--- config.mk ---
export PLATFORM = sky130hd
export DESIGN_NAME = display_scan_controller_flat
export DESIGN_NICKNAME = d
export VERILOG_FILES = /design/src/rtl/display_pkg.sv /design/src/rtl/display_scan_controller_if.sv /design/src/rtl/hex_to_7seg.sv /design/src/rtl/display_scan_controller.sv /design/src/flat_wrapper.sv
export SDC_FILE = /design/constraint.sdc
export NUM_CORES = 1
export LEC_CHECK = 0
export CAP_MARGIN = 25
export CORE_MARGIN = 2
export CORE_UTILIZATION = 40
export CTS_BUF_LIST = sky130_fd_sc_hd__clkbuf_8
export CTS_CLUSTER_SIZE = 20
export DETAILED_ROUTE_END_ITERATION = 8
export PLACE_DENSITY_LB_ADDON = 0.08
export REMOVE_ABC_BUFFERS = 1
export SETUP_SLACK_MARGIN = 0.02
export SYNTH_ARGS = -nofsm -noshare
export SYNTH_HDL_FRONTEND = slang
export SYNTH_SLANG_ARGS = --single-unit
--- constraint.sdc ---
create_clock -name clk -period 1.98 [get_ports clk]
set_input_delay 0.297 -clock clk [delete_from_list [all_inputs] [get_ports clk]]
set_output_delay 0.297 -clock clk [all_outputs]
set_load 0.01 [all_outputs]
--- src/rtl/display_pkg.sv ---
// Shared types and constants for the seven-segment scan controller.
// Contents:
//   scan_state_e - scan FSM states (blanking dead time, digit shown)
//   SEG_OFF      - active-low segment pattern with every segment dark
//   SEG_CODE     - active-low {g,f,e,d,c,b,a} patterns for hex digits 0..F
package display_pkg;

  typedef enum logic {
    S_BLANK = 1'b0,
    S_SHOW  = 1'b1
  } scan_state_e;

  localparam logic [6:0] SEG_OFF = 7'h7F;

  localparam logic [6:0] SEG_CODE [16] = '{
    7'b1000000,  // 0
    7'b1111001,  // 1
    7'b0100100,  // 2
    7'b0110000,  // 3
    7'b0011001,  // 4
    7'b0010010,  // 5
    7'b0000010,  // 6
    7'b1111000,  // 7
    7'b0000000,  // 8
    7'b0010000,  // 9
    7'b0001000,  // A
    7'b0000011,  // b
    7'b1000110,  // C
    7'b0100001,  // d
    7'b0000110,  // E
    7'b0001110   // F
  };

endpackage

--- src/rtl/display_scan_controller_if.sv ---
// Bundle between a value source and the scan controller.
// Ports:
//   valor_i   - packed hex nibbles, nibble k drives digit k
//   mascara_i - per-digit enable (0 = digit dark, slot still consumed)
//   punto_i   - per-digit decimal point request (1 = lit)
//   an_o      - active-low anode selects
//   seg_o     - active-low segments {g,f,e,d,c,b,a}
//   dp_o      - active-low decimal point
//   digito_o  - index of the digit currently owning the bus
// master drives the values, slave is the controller.
interface display_scan_controller_if #(
  parameter int N_DIGITS = 4
);
  localparam int IW = $clog2(N_DIGITS);

  logic [4*N_DIGITS-1:0] valor_i;
  logic [N_DIGITS-1:0]   mascara_i;
  logic [N_DIGITS-1:0]   punto_i;
  logic [N_DIGITS-1:0]   an_o;
  logic [6:0]            seg_o;
  logic                  dp_o;
  logic [IW-1:0]         digito_o;

  modport master (
    output valor_i, mascara_i, punto_i,
    input  an_o, seg_o, dp_o, digito_o
  );

  modport slave (
    input  valor_i, mascara_i, punto_i,
    output an_o, seg_o, dp_o, digito_o
  );

endinterface

--- src/rtl/hex_to_7seg.sv ---
// Combinational hex-to-seven-segment decoder.
// Ports:
//   hex_i - 4-bit value 0..F
//   seg_o - active-low segments {g,f,e,d,c,b,a}
module hex_to_7seg
  import display_pkg::*;
(
  input  logic [3:0] hex_i,
  output logic [6:0] seg_o
);

  always_comb begin
    seg_o = SEG_CODE[hex_i];
  end

endmodule

--- src/rtl/display_scan_controller.sv ---
// Time-multiplexes N_DIGITS seven-segment digits over one shared bus.
// A free-running prescaler sets the slot length; each slot starts with
// BLANK_CYCLES of dead time (all dark) before the digit is driven, which
// keeps the previous digit's segments from ghosting onto the next anode.
// Ports:
//   clk   - system clock, rising edge
//   rst_n - synchronous active-low reset
//   bus   - slave side of display_scan_controller_if (values in, pins out)
// All pin outputs are registered one clk after the state/index change.
module display_scan_controller #(
  parameter int N_DIGITS     = 4,
  parameter int TICK_COUNT   = 9999,
  parameter int BLANK_CYCLES = 16
) (
  input  logic                       clk,
  input  logic                       rst_n,
  display_scan_controller_if.slave   bus
);
  import display_pkg::*;

  localparam int PW = $clog2(TICK_COUNT + 1);
  localparam int BW = $clog2(BLANK_CYCLES + 1);
  localparam int IW = $clog2(N_DIGITS);

  logic [PW-1:0]       presc_q, presc_d;
  logic [BW-1:0]       blank_q, blank_d;
  logic [IW-1:0]       idx_q, idx_d;
  scan_state_e         state_q, state_d;
  logic [3:0]          nib_q, nib_d;
  logic                pt_q, pt_d;
  logic [N_DIGITS-1:0] an_q, an_d;
  logic [6:0]          seg_q, seg_d;
  logic                dp_q, dp_d;
  logic [IW-1:0]       digito_q, digito_d;
  logic                tick;
  logic [6:0]          seg_dec;

  hex_to_7seg u_dec (
    .hex_i (nib_q),
    .seg_o (seg_dec)
  );

  always_ff @(posedge clk) begin
    if (!rst_n) begin
      presc_q  <= '0;
      blank_q  <= '0;
      idx_q    <= '0;
      state_q  <= S_BLANK;
      an_q     <= '1;
      seg_q    <= SEG_OFF;
      dp_q     <= 1'b1;
      digito_q <= '0;
    end else begin
      presc_q  <= presc_d;
      blank_q  <= blank_d;
      idx_q    <= idx_d;
      state_q  <= state_d;
      an_q     <= an_d;
      seg_q    <= seg_d;
      dp_q     <= dp_d;
      digito_q <= digito_d;
    end
  end

  // Latched digit data is only observed in S_SHOW, which is always entered
  // through a latch, so it needs no reset.
  always_ff @(posedge clk) begin
    nib_q <= nib_d;
    pt_q  <= pt_d;
  end

  always_comb begin
    tick    = (presc_q == PW'(TICK_COUNT));
    presc_d = tick ? '0 : presc_q + 1'b1;

    blank_d = blank_q;
    idx_d   = idx_q;
    state_d = state_q;
    nib_d   = nib_q;
    pt_d    = pt_q;

    case (state_q)
      S_BLANK: begin
        // A tick landing here is ignored: the index only advances from S_SHOW.
        if (blank_q == BW'(BLANK_CYCLES - 1)) begin
          blank_d = '0;
          nib_d   = bus.valor_i[4*int'(idx_q) +: 4];
          pt_d    = bus.punto_i[idx_q];
          state_d = S_SHOW;
        end else begin
          blank_d = blank_q + 1'b1;
        end
      end
      S_SHOW: begin
        if (tick) begin
          idx_d   = (idx_q == IW'(N_DIGITS - 1)) ? '0 : idx_q + 1'b1;
          state_d = S_BLANK;
        end
      end
      default: state_d = S_BLANK;
    endcase

    an_d     = '1;
    seg_d    = SEG_OFF;
    dp_d     = 1'b1;
    digito_d = idx_q;
    if (state_q == S_SHOW) begin
      // Mask is applied live so a digit can be darkened mid-slot.
      an_d[idx_q] = ~bus.mascara_i[idx_q];
      seg_d       = seg_dec;
      dp_d        = ~pt_q;
    end
  end

  assign bus.an_o     = an_q;
  assign bus.seg_o    = seg_q;
  assign bus.dp_o     = dp_q;
  assign bus.digito_o = digito_q;

endmodule

--- src/flat_wrapper.sv ---
// flat-port wrapper written by rule: the top's interface ports become plain ports
module display_scan_controller_flat import display_pkg::*;
#(
  parameter int N_DIGITS     = 4,
  parameter int TICK_COUNT   = 9999,
  parameter int BLANK_CYCLES = 16
)
  (clk, rst_n, bus_valor_i, bus_mascara_i, bus_punto_i, bus_an_o, bus_seg_o, bus_dp_o, bus_digito_o);
  display_scan_controller_if #(.N_DIGITS(N_DIGITS)) bus_i ();
  input  logic clk;
  input  logic rst_n;
  input wire logic [$bits(bus_i.valor_i)-1:0] bus_valor_i;
  input wire logic [$bits(bus_i.mascara_i)-1:0] bus_mascara_i;
  input wire logic [$bits(bus_i.punto_i)-1:0] bus_punto_i;
  output wire logic [$bits(bus_i.an_o)-1:0] bus_an_o;
  output wire logic [$bits(bus_i.seg_o)-1:0] bus_seg_o;
  output wire logic [$bits(bus_i.dp_o)-1:0] bus_dp_o;
  output wire logic [$bits(bus_i.digito_o)-1:0] bus_digito_o;
  assign bus_i.valor_i = bus_valor_i;
  assign bus_i.mascara_i = bus_mascara_i;
  assign bus_i.punto_i = bus_punto_i;
  assign bus_an_o = bus_i.an_o;
  assign bus_seg_o = bus_i.seg_o;
  assign bus_dp_o = bus_i.dp_o;
  assign bus_digito_o = bus_i.digito_o;
  display_scan_controller #(.N_DIGITS(N_DIGITS), .TICK_COUNT(TICK_COUNT), .BLANK_CYCLES(BLANK_CYCLES)) u_core (.clk(clk), .rst_n(rst_n), .bus(bus_i));
endmodule
-- Word-level counts from Yosys, hierarchy flattened
Memories as Yosys holds them, arrays and structs flattened. A register that Yosys moved wholly into a read port is not among the register bits.
Cells that the tools add are included.
- bits in registers: 34
- bits in read-only memories: 112
- input port bits: 26
- word-level logic and storage cells: 43
- memories: 1
- memory list (memory ; depth ; width ; read ports ; clocked after memory_dff ; write ports ; RTL line ; RTL):
    (name not given) ; 16 ; 7 ; 1 ; 1 ; 0 ; hex_to_7seg.sv:13 ; seg_o = SEG_CODE[hex_i];
- add/subtract/negate cells: 3
- order comparisons: 2
- equal/unequal tests: 3
- shift-type cells: 1
- multiplexer cells: 11
- bitwise gates (word level): 7
- reduce and logical (&&, ||, !) cells: 6
- operators with widths (cell ; count):
    $shiftx 16x5->4 ; 1
    $add 14x1->14 const B ; 1
    $eq 14x14->1 const B ; 1
    $reduce_and 2->1 ; 3
    $add 5x1->5 const B ; 1
    $eq 5x4->1 const B ; 1
    $mux 1 ; 5
    $mux 5 ; 1
    $not 4->5 ; 1
    $bmux 1 s2 ; 2
    $not 1->1 ; 4
    $not 4->4 ; 1
    $or 4x4->4 ; 1
    $lt 2x3->1 const B ; 1
    $add 2x1->2 const B ; 1
    $demux 1 s2 ; 1
    $eq 2x2->1 const B ; 1
    $ge 2x1->1 const B ; 1
    $mux 2 ; 1
    $pmux 1 s2 ; 1
    $reduce_or 2->1 ; 1
    $logic_and 1x1->1 ; 1
    $logic_not 1->1 ; 1

-- Depth between registers and ports, before layout
- depth after elaboration: 6
- depth in mapped cells: 6
- depth with buffers taken out: 6

-- Modules after synthesis
A second synthesis with hierarchy kept.
- cell total of the unflattened synthesis: 189
- area, all modules: 1900.6 um^2
- modules (own cells, without submodules) (module ; instances ; cells each ; area each (um^2)):
    display_scan_controller ; 1 ; 154 ; 1652.8
    hex_to_7seg ; 1 ; 35 ; 247.7

-- Worst setup path before layout
Ideal clock, no wire load.
- path kind: reg2reg
- from: register u_core.nib_q[0]
- to: register u_core.seg_q[3], in the netlist u_core.bus.seg_o[3]
- library setup time: 120 ps
- arrival time: 1456 ps
- required time: 1860 ps
- path slack: 404 ps
- stages on the path, launching flop included: 6
- cells stage by stage: edfxtp_1 -> inv_1 -> ha_1 -> inv_1 -> mux4_2 -> or2_1
- word-level cells in the longest chain between the ends: 1
- RTL lines (element ; RTL line ; RTL):
    start: declaration ; display_scan_controller.sv:29 ; logic [3:0] nib_q, nib_d;
    start signal: assignment ; display_scan_controller.sv:68 ; nib_q <= nib_d;
    $not 4->5 (not written as such) ; hex_to_7seg.sv:13 ;
    end: declaration ; display_scan_controller.sv:32 ; logic [6:0] seg_q, seg_d;
No other way between the ends.
A chain may end at the register's enable or synchronous reset.

-- Worst setup path in the final report
Same ends and word-level chain as after synthesis.

==> reports/results.env <==
CLK_PATH_BUF_DEPTH=2
NUM-FILL-CELLS=435
DR.MAX_LAYER_USED='met4'
HOLD_CLASS='flip-flop to flip-flop'
GRT_MAX_DEGREE=14
NUM_ROWS=25
FIN_AREA_SQ_MM=0.00251
MULTI_INPUT_GATE_AREA_IN_THE_FINAL_LAYOUT_SQ_MM=0.00102
FINAL-MAX-SLEW-VIOLATION-COUNT=0
YOSYS-TOP-CELLS-COUNT='36 x sky130_fd_sc_hd__dfxtp_1, 16 x sky130_fd_sc_hd__nand2_1, 14 x sky130_fd_sc_hd__nor2_1'
SYNTH.MOST_COMMON_CELL='sky130_fd_sc_hd__dfxtp_1'
SYNTH_TOP_AREA_SHARE_PCT=36.3
CRIT-REG2REG-LAUNCH='u_core.nib_q[0]'
M1WIRELENGTH_UM=1600
DIE_HEIGHT_UM=74.5
ASYNC_RESET_FF_SHARE_PCT=0
REG2REGPATHDEPTH=5
GRT_ANTENNA_BEFORE_REPAIR=0
FINAL-HOLD-VIOLATION-COUNT=0
DIE_AREA_SQ_MM=0.00554
CTS_MADE_BUFFERS=5
GRT_SETUP_UNREPAIRED='false'
CP.BUFFERS_INVERTERS=2
HOLD_WS_NS=0.419
DIE_WIDTH_UM=74.5
CRIT_TOP_CELL='sky130_fd_sc_hd__inv_1'
NUM_ANTENNA_CELLS=0
SEQUENTIAL_TO_TOTAL_AREA_SHARE_FROM_YOSYS_STAT_PCT=43.9
INSERTION_DELAY_NS=0.30
SYN_INST=187
ROOT_BUFFER='sky130_fd_sc_hd__clkbuf_8'
CTS_RESIZED=0
SYNTH.YOSYS.WARNINGS=0
POWER_LEAKAGE_nW=0.890
CTS.HTREE.LEVELS=2
MAX-VDD-IR-DROP_mV=0.434
SEQ_AREA_SQ_UM=871
NETS=267
TIMING.CRITICAL_PATH.SLOWEST_CELL_DELAY_NS=0.46
CRITPATHTOPFAMILY='flip-flops'
SYNTHTOPCELLSBYAREA='sky130_fd_sc_hd__dfxtp_1 36%, sky130_fd_sc_hd__ha_1 8.2%, sky130_fd_sc_hd__mux4_2 7.9%'
REPORT.POWER.TOTAL_mW=1.49
GRT.OVERFLOW.TOTAL=0
HP-START='u_core.pt_q'
DETAILROUTE.VIA_COUNT=1432
SYN_TO_FINAL_GROWTH_PCT=26.3
FINALWORSTPATHREQUIREDPERIOD_NS=1.72
SYNTH_ENABLE_FLOP_CELLS=5
DRT_ITER0_DRC=33
WORSTSETUPPATHTYPE='flip-flop to flip-flop'
INITIAL_CELL_DENSITY_OF_THE_CORE_PCT=41.8
DP.CELLS=288
CRITICAL_R2R_CAPTURE='u_core.bus.seg_o[3]'
CP_SLOWEST_CELL='sky130_fd_sc_hd__edfxtp_1'
FINAL_ANTENNA_NET_COUNT=0
CRIT_REQUIRED_NS=2.17
TIMING.SETUP.TNS_NS=0
TOTAL_OF_BUFFERS_PLACED_ON_INPUT_AND_OUTPUT_PORTS=39
R2R_SETUP_SLACK_NS=0.26
FINCLKSKEW_NS=0.0146
RUN_STATUS='finished, final reports clean'
MAXCAPVIOLATIONS=0
POSTCTSHOLDBUFS=0
NETLIST_AREA_BEFORE_PLACEMENT_SQ_MM=0.00199
SETUP_SLACK_NS=0.259
POSTCTS_SETUP_BUFS=0
GRT_PASS1_VIAS=1446
WHS_ENDPOINT='u_core.bus.dp_o'
CRITPATHMAXFANOUT=6
GRT_PASS1_WL_UM=6470
WORST_SETUP_PATH_END_KIND='flip-flop'
VIAS_PER_CELL=4.84
ROUTED-WL-MET3_UM=110
CLKSLEWWORSTSETUPHOLDPATHS_NS=0.09
CLOCK_TREE_FROM_TRITONCTS='yes'
DRT-WIRELENGTH-PER-CELL_UM=13.3
DRCVIOLATIONCOUNT=0
DOMINANTREGCELLSYNTH='sky130_fd_sc_hd__dfxtp_1'
REPORT.FINAL.SETUP_VIOL=0
LAYOUT-DRIVE-GT1-SHARE_PCT=15.7
POSTPLACECELLAREA_SQ_MM=0.00242
GR-USAGE-ALL-LAYERS_PCT=15.8
FINAL.PERIOD_UTILIZATION_PCT=86.9
SYNTHDISTINCTLIBCELLS=36
NUMCLOCKSINKS=41
DETAILEDROUTE.FIRSTPASSITERATIONCOUNT=4
BOUNDARYPINS=40
SYNTH.AVG_CELL_AREA_SQ_UM=10.6
HPWLAFTERDP_UM=3140
YS_FF_LATCH=41
WIRELENGTH_UM=3940
CRITICAL_PATH.STARTPOINT_TYPE='flip-flop'
GP_CONGESTION=0.830
DR_WL_MET2_UM=2150
WORSTHOLDPATHCELLS=1
MAX_FREQ_GHz=0.581
SYNTH_TOP_AREA_CELL='sky130_fd_sc_hd__dfxtp_1'
CRIT_CHAIN='inv_1 > ha_1 > inv_1 > mux4_2 > or2_1'
SLEW_MARGIN_REL_PCT=65.6
CORE_AREA_SQ_MM=0.00475
POST_LAYOUT_NONFILLER_INSTANCES=296
WORST-ENDPOINT-ARRIVAL_NS=1.92
UTILIZATION_PCT=52.7
PLACE_WORST_SETUP_SLACK_NS=0.282
WORSTMARGINPINSLEW_NS=0.514
PWR_DENSITY_CELL_mW_PER_MM2=594
[cell usage in the layout (no fill, tap or decap), drive strengths merged, types with 2 or more instances in the layout]
cell type       n
o21ai           4
nor3            5
nor4            5
clkinv          2
o211ai          2
nand2          16
and2            4
nor2           24
clkbuf          5
xnor2          11
xor2            3
dfxtp          36
nand3           7
edfxtp          5
nand4           4
mux4            7
ha             13
nor2b           4
a21oi           3
o311ai          3
inv            13
buf             2
clkdlybuf4s50  39
mux2i           4
[layer usage]
metal	up-vias	global-route usage [%]
li1	725	-
met1	679	16.9
met2	20	28.3
met3	8	4.47
met4	0	7.74
met5	-	0
[report_power, final]
part	internal, mW	leakage [nW]	switching, mW	total (mW)
sequential	0.850	0.337	0.0108	0.861
combinational	0.0657	0.505	0.0295	0.0952
clock	0.244	0.0482	0.289	0.533
[area by class of cell]
class,instances,share of cell area [%]
Tap cell,67,3.34
Sequential cell,41,34.7
Timing Repair Buffer,41,16.2
Inverter,12,1.80
Multi-Input combinational cell,127,40.6
Clock buffer,5,2.74
Clock inverter,3,0.649
[sequential cells by signal, summed over array words and instances (netlist names)]
signal               flops
u_core.blank_q           5
u_core.bus.an_o          4
u_core.bus.digito_o      2
u_core.bus.dp_o          1
u_core.bus.seg_o         7
u_core.digito_d          2
u_core.nib_q             4
u_core.presc_q          14
u_core.pt_q              1
u_core.state_q           1
[kinds of logic (layout without fill, tap and decap cells)]
logic type      after synthesis  after routing  synth area share, %
mux                          11             11                 9.96
xor+xnor                     14             14                 6.18
flops                        41             41                 43.9
compound gates               16             16                 5.86
buf+inv                      19             61                 4.91
simple gates                 73             73                 21.0
fa+ha+maj                    13             13                 8.19
[worst max path at each step]
stage	from	endpoint	slack (ns)	cells after the start
2_1_floorplan	u_core.nib_q[0]	u_core.bus.seg_o[3]	0.40	5
3_3_place_gp	u_core.nib_q[0]	u_core.bus.seg_o[3]	0.37	5
3_5_place_dp	u_core.nib_q[0]	u_core.bus.seg_o[3]	0.28	5
4_1_cts	u_core.nib_q[0]	u_core.bus.seg_o[3]	0.27	5
5_1_grt	u_core.nib_q[0]	u_core.bus.seg_o[3]	0.16	5
6_report	u_core.nib_q[0]	u_core.bus.seg_o[3]	0.26	5
Note: power is estimated with default switching activity, not from simulation.
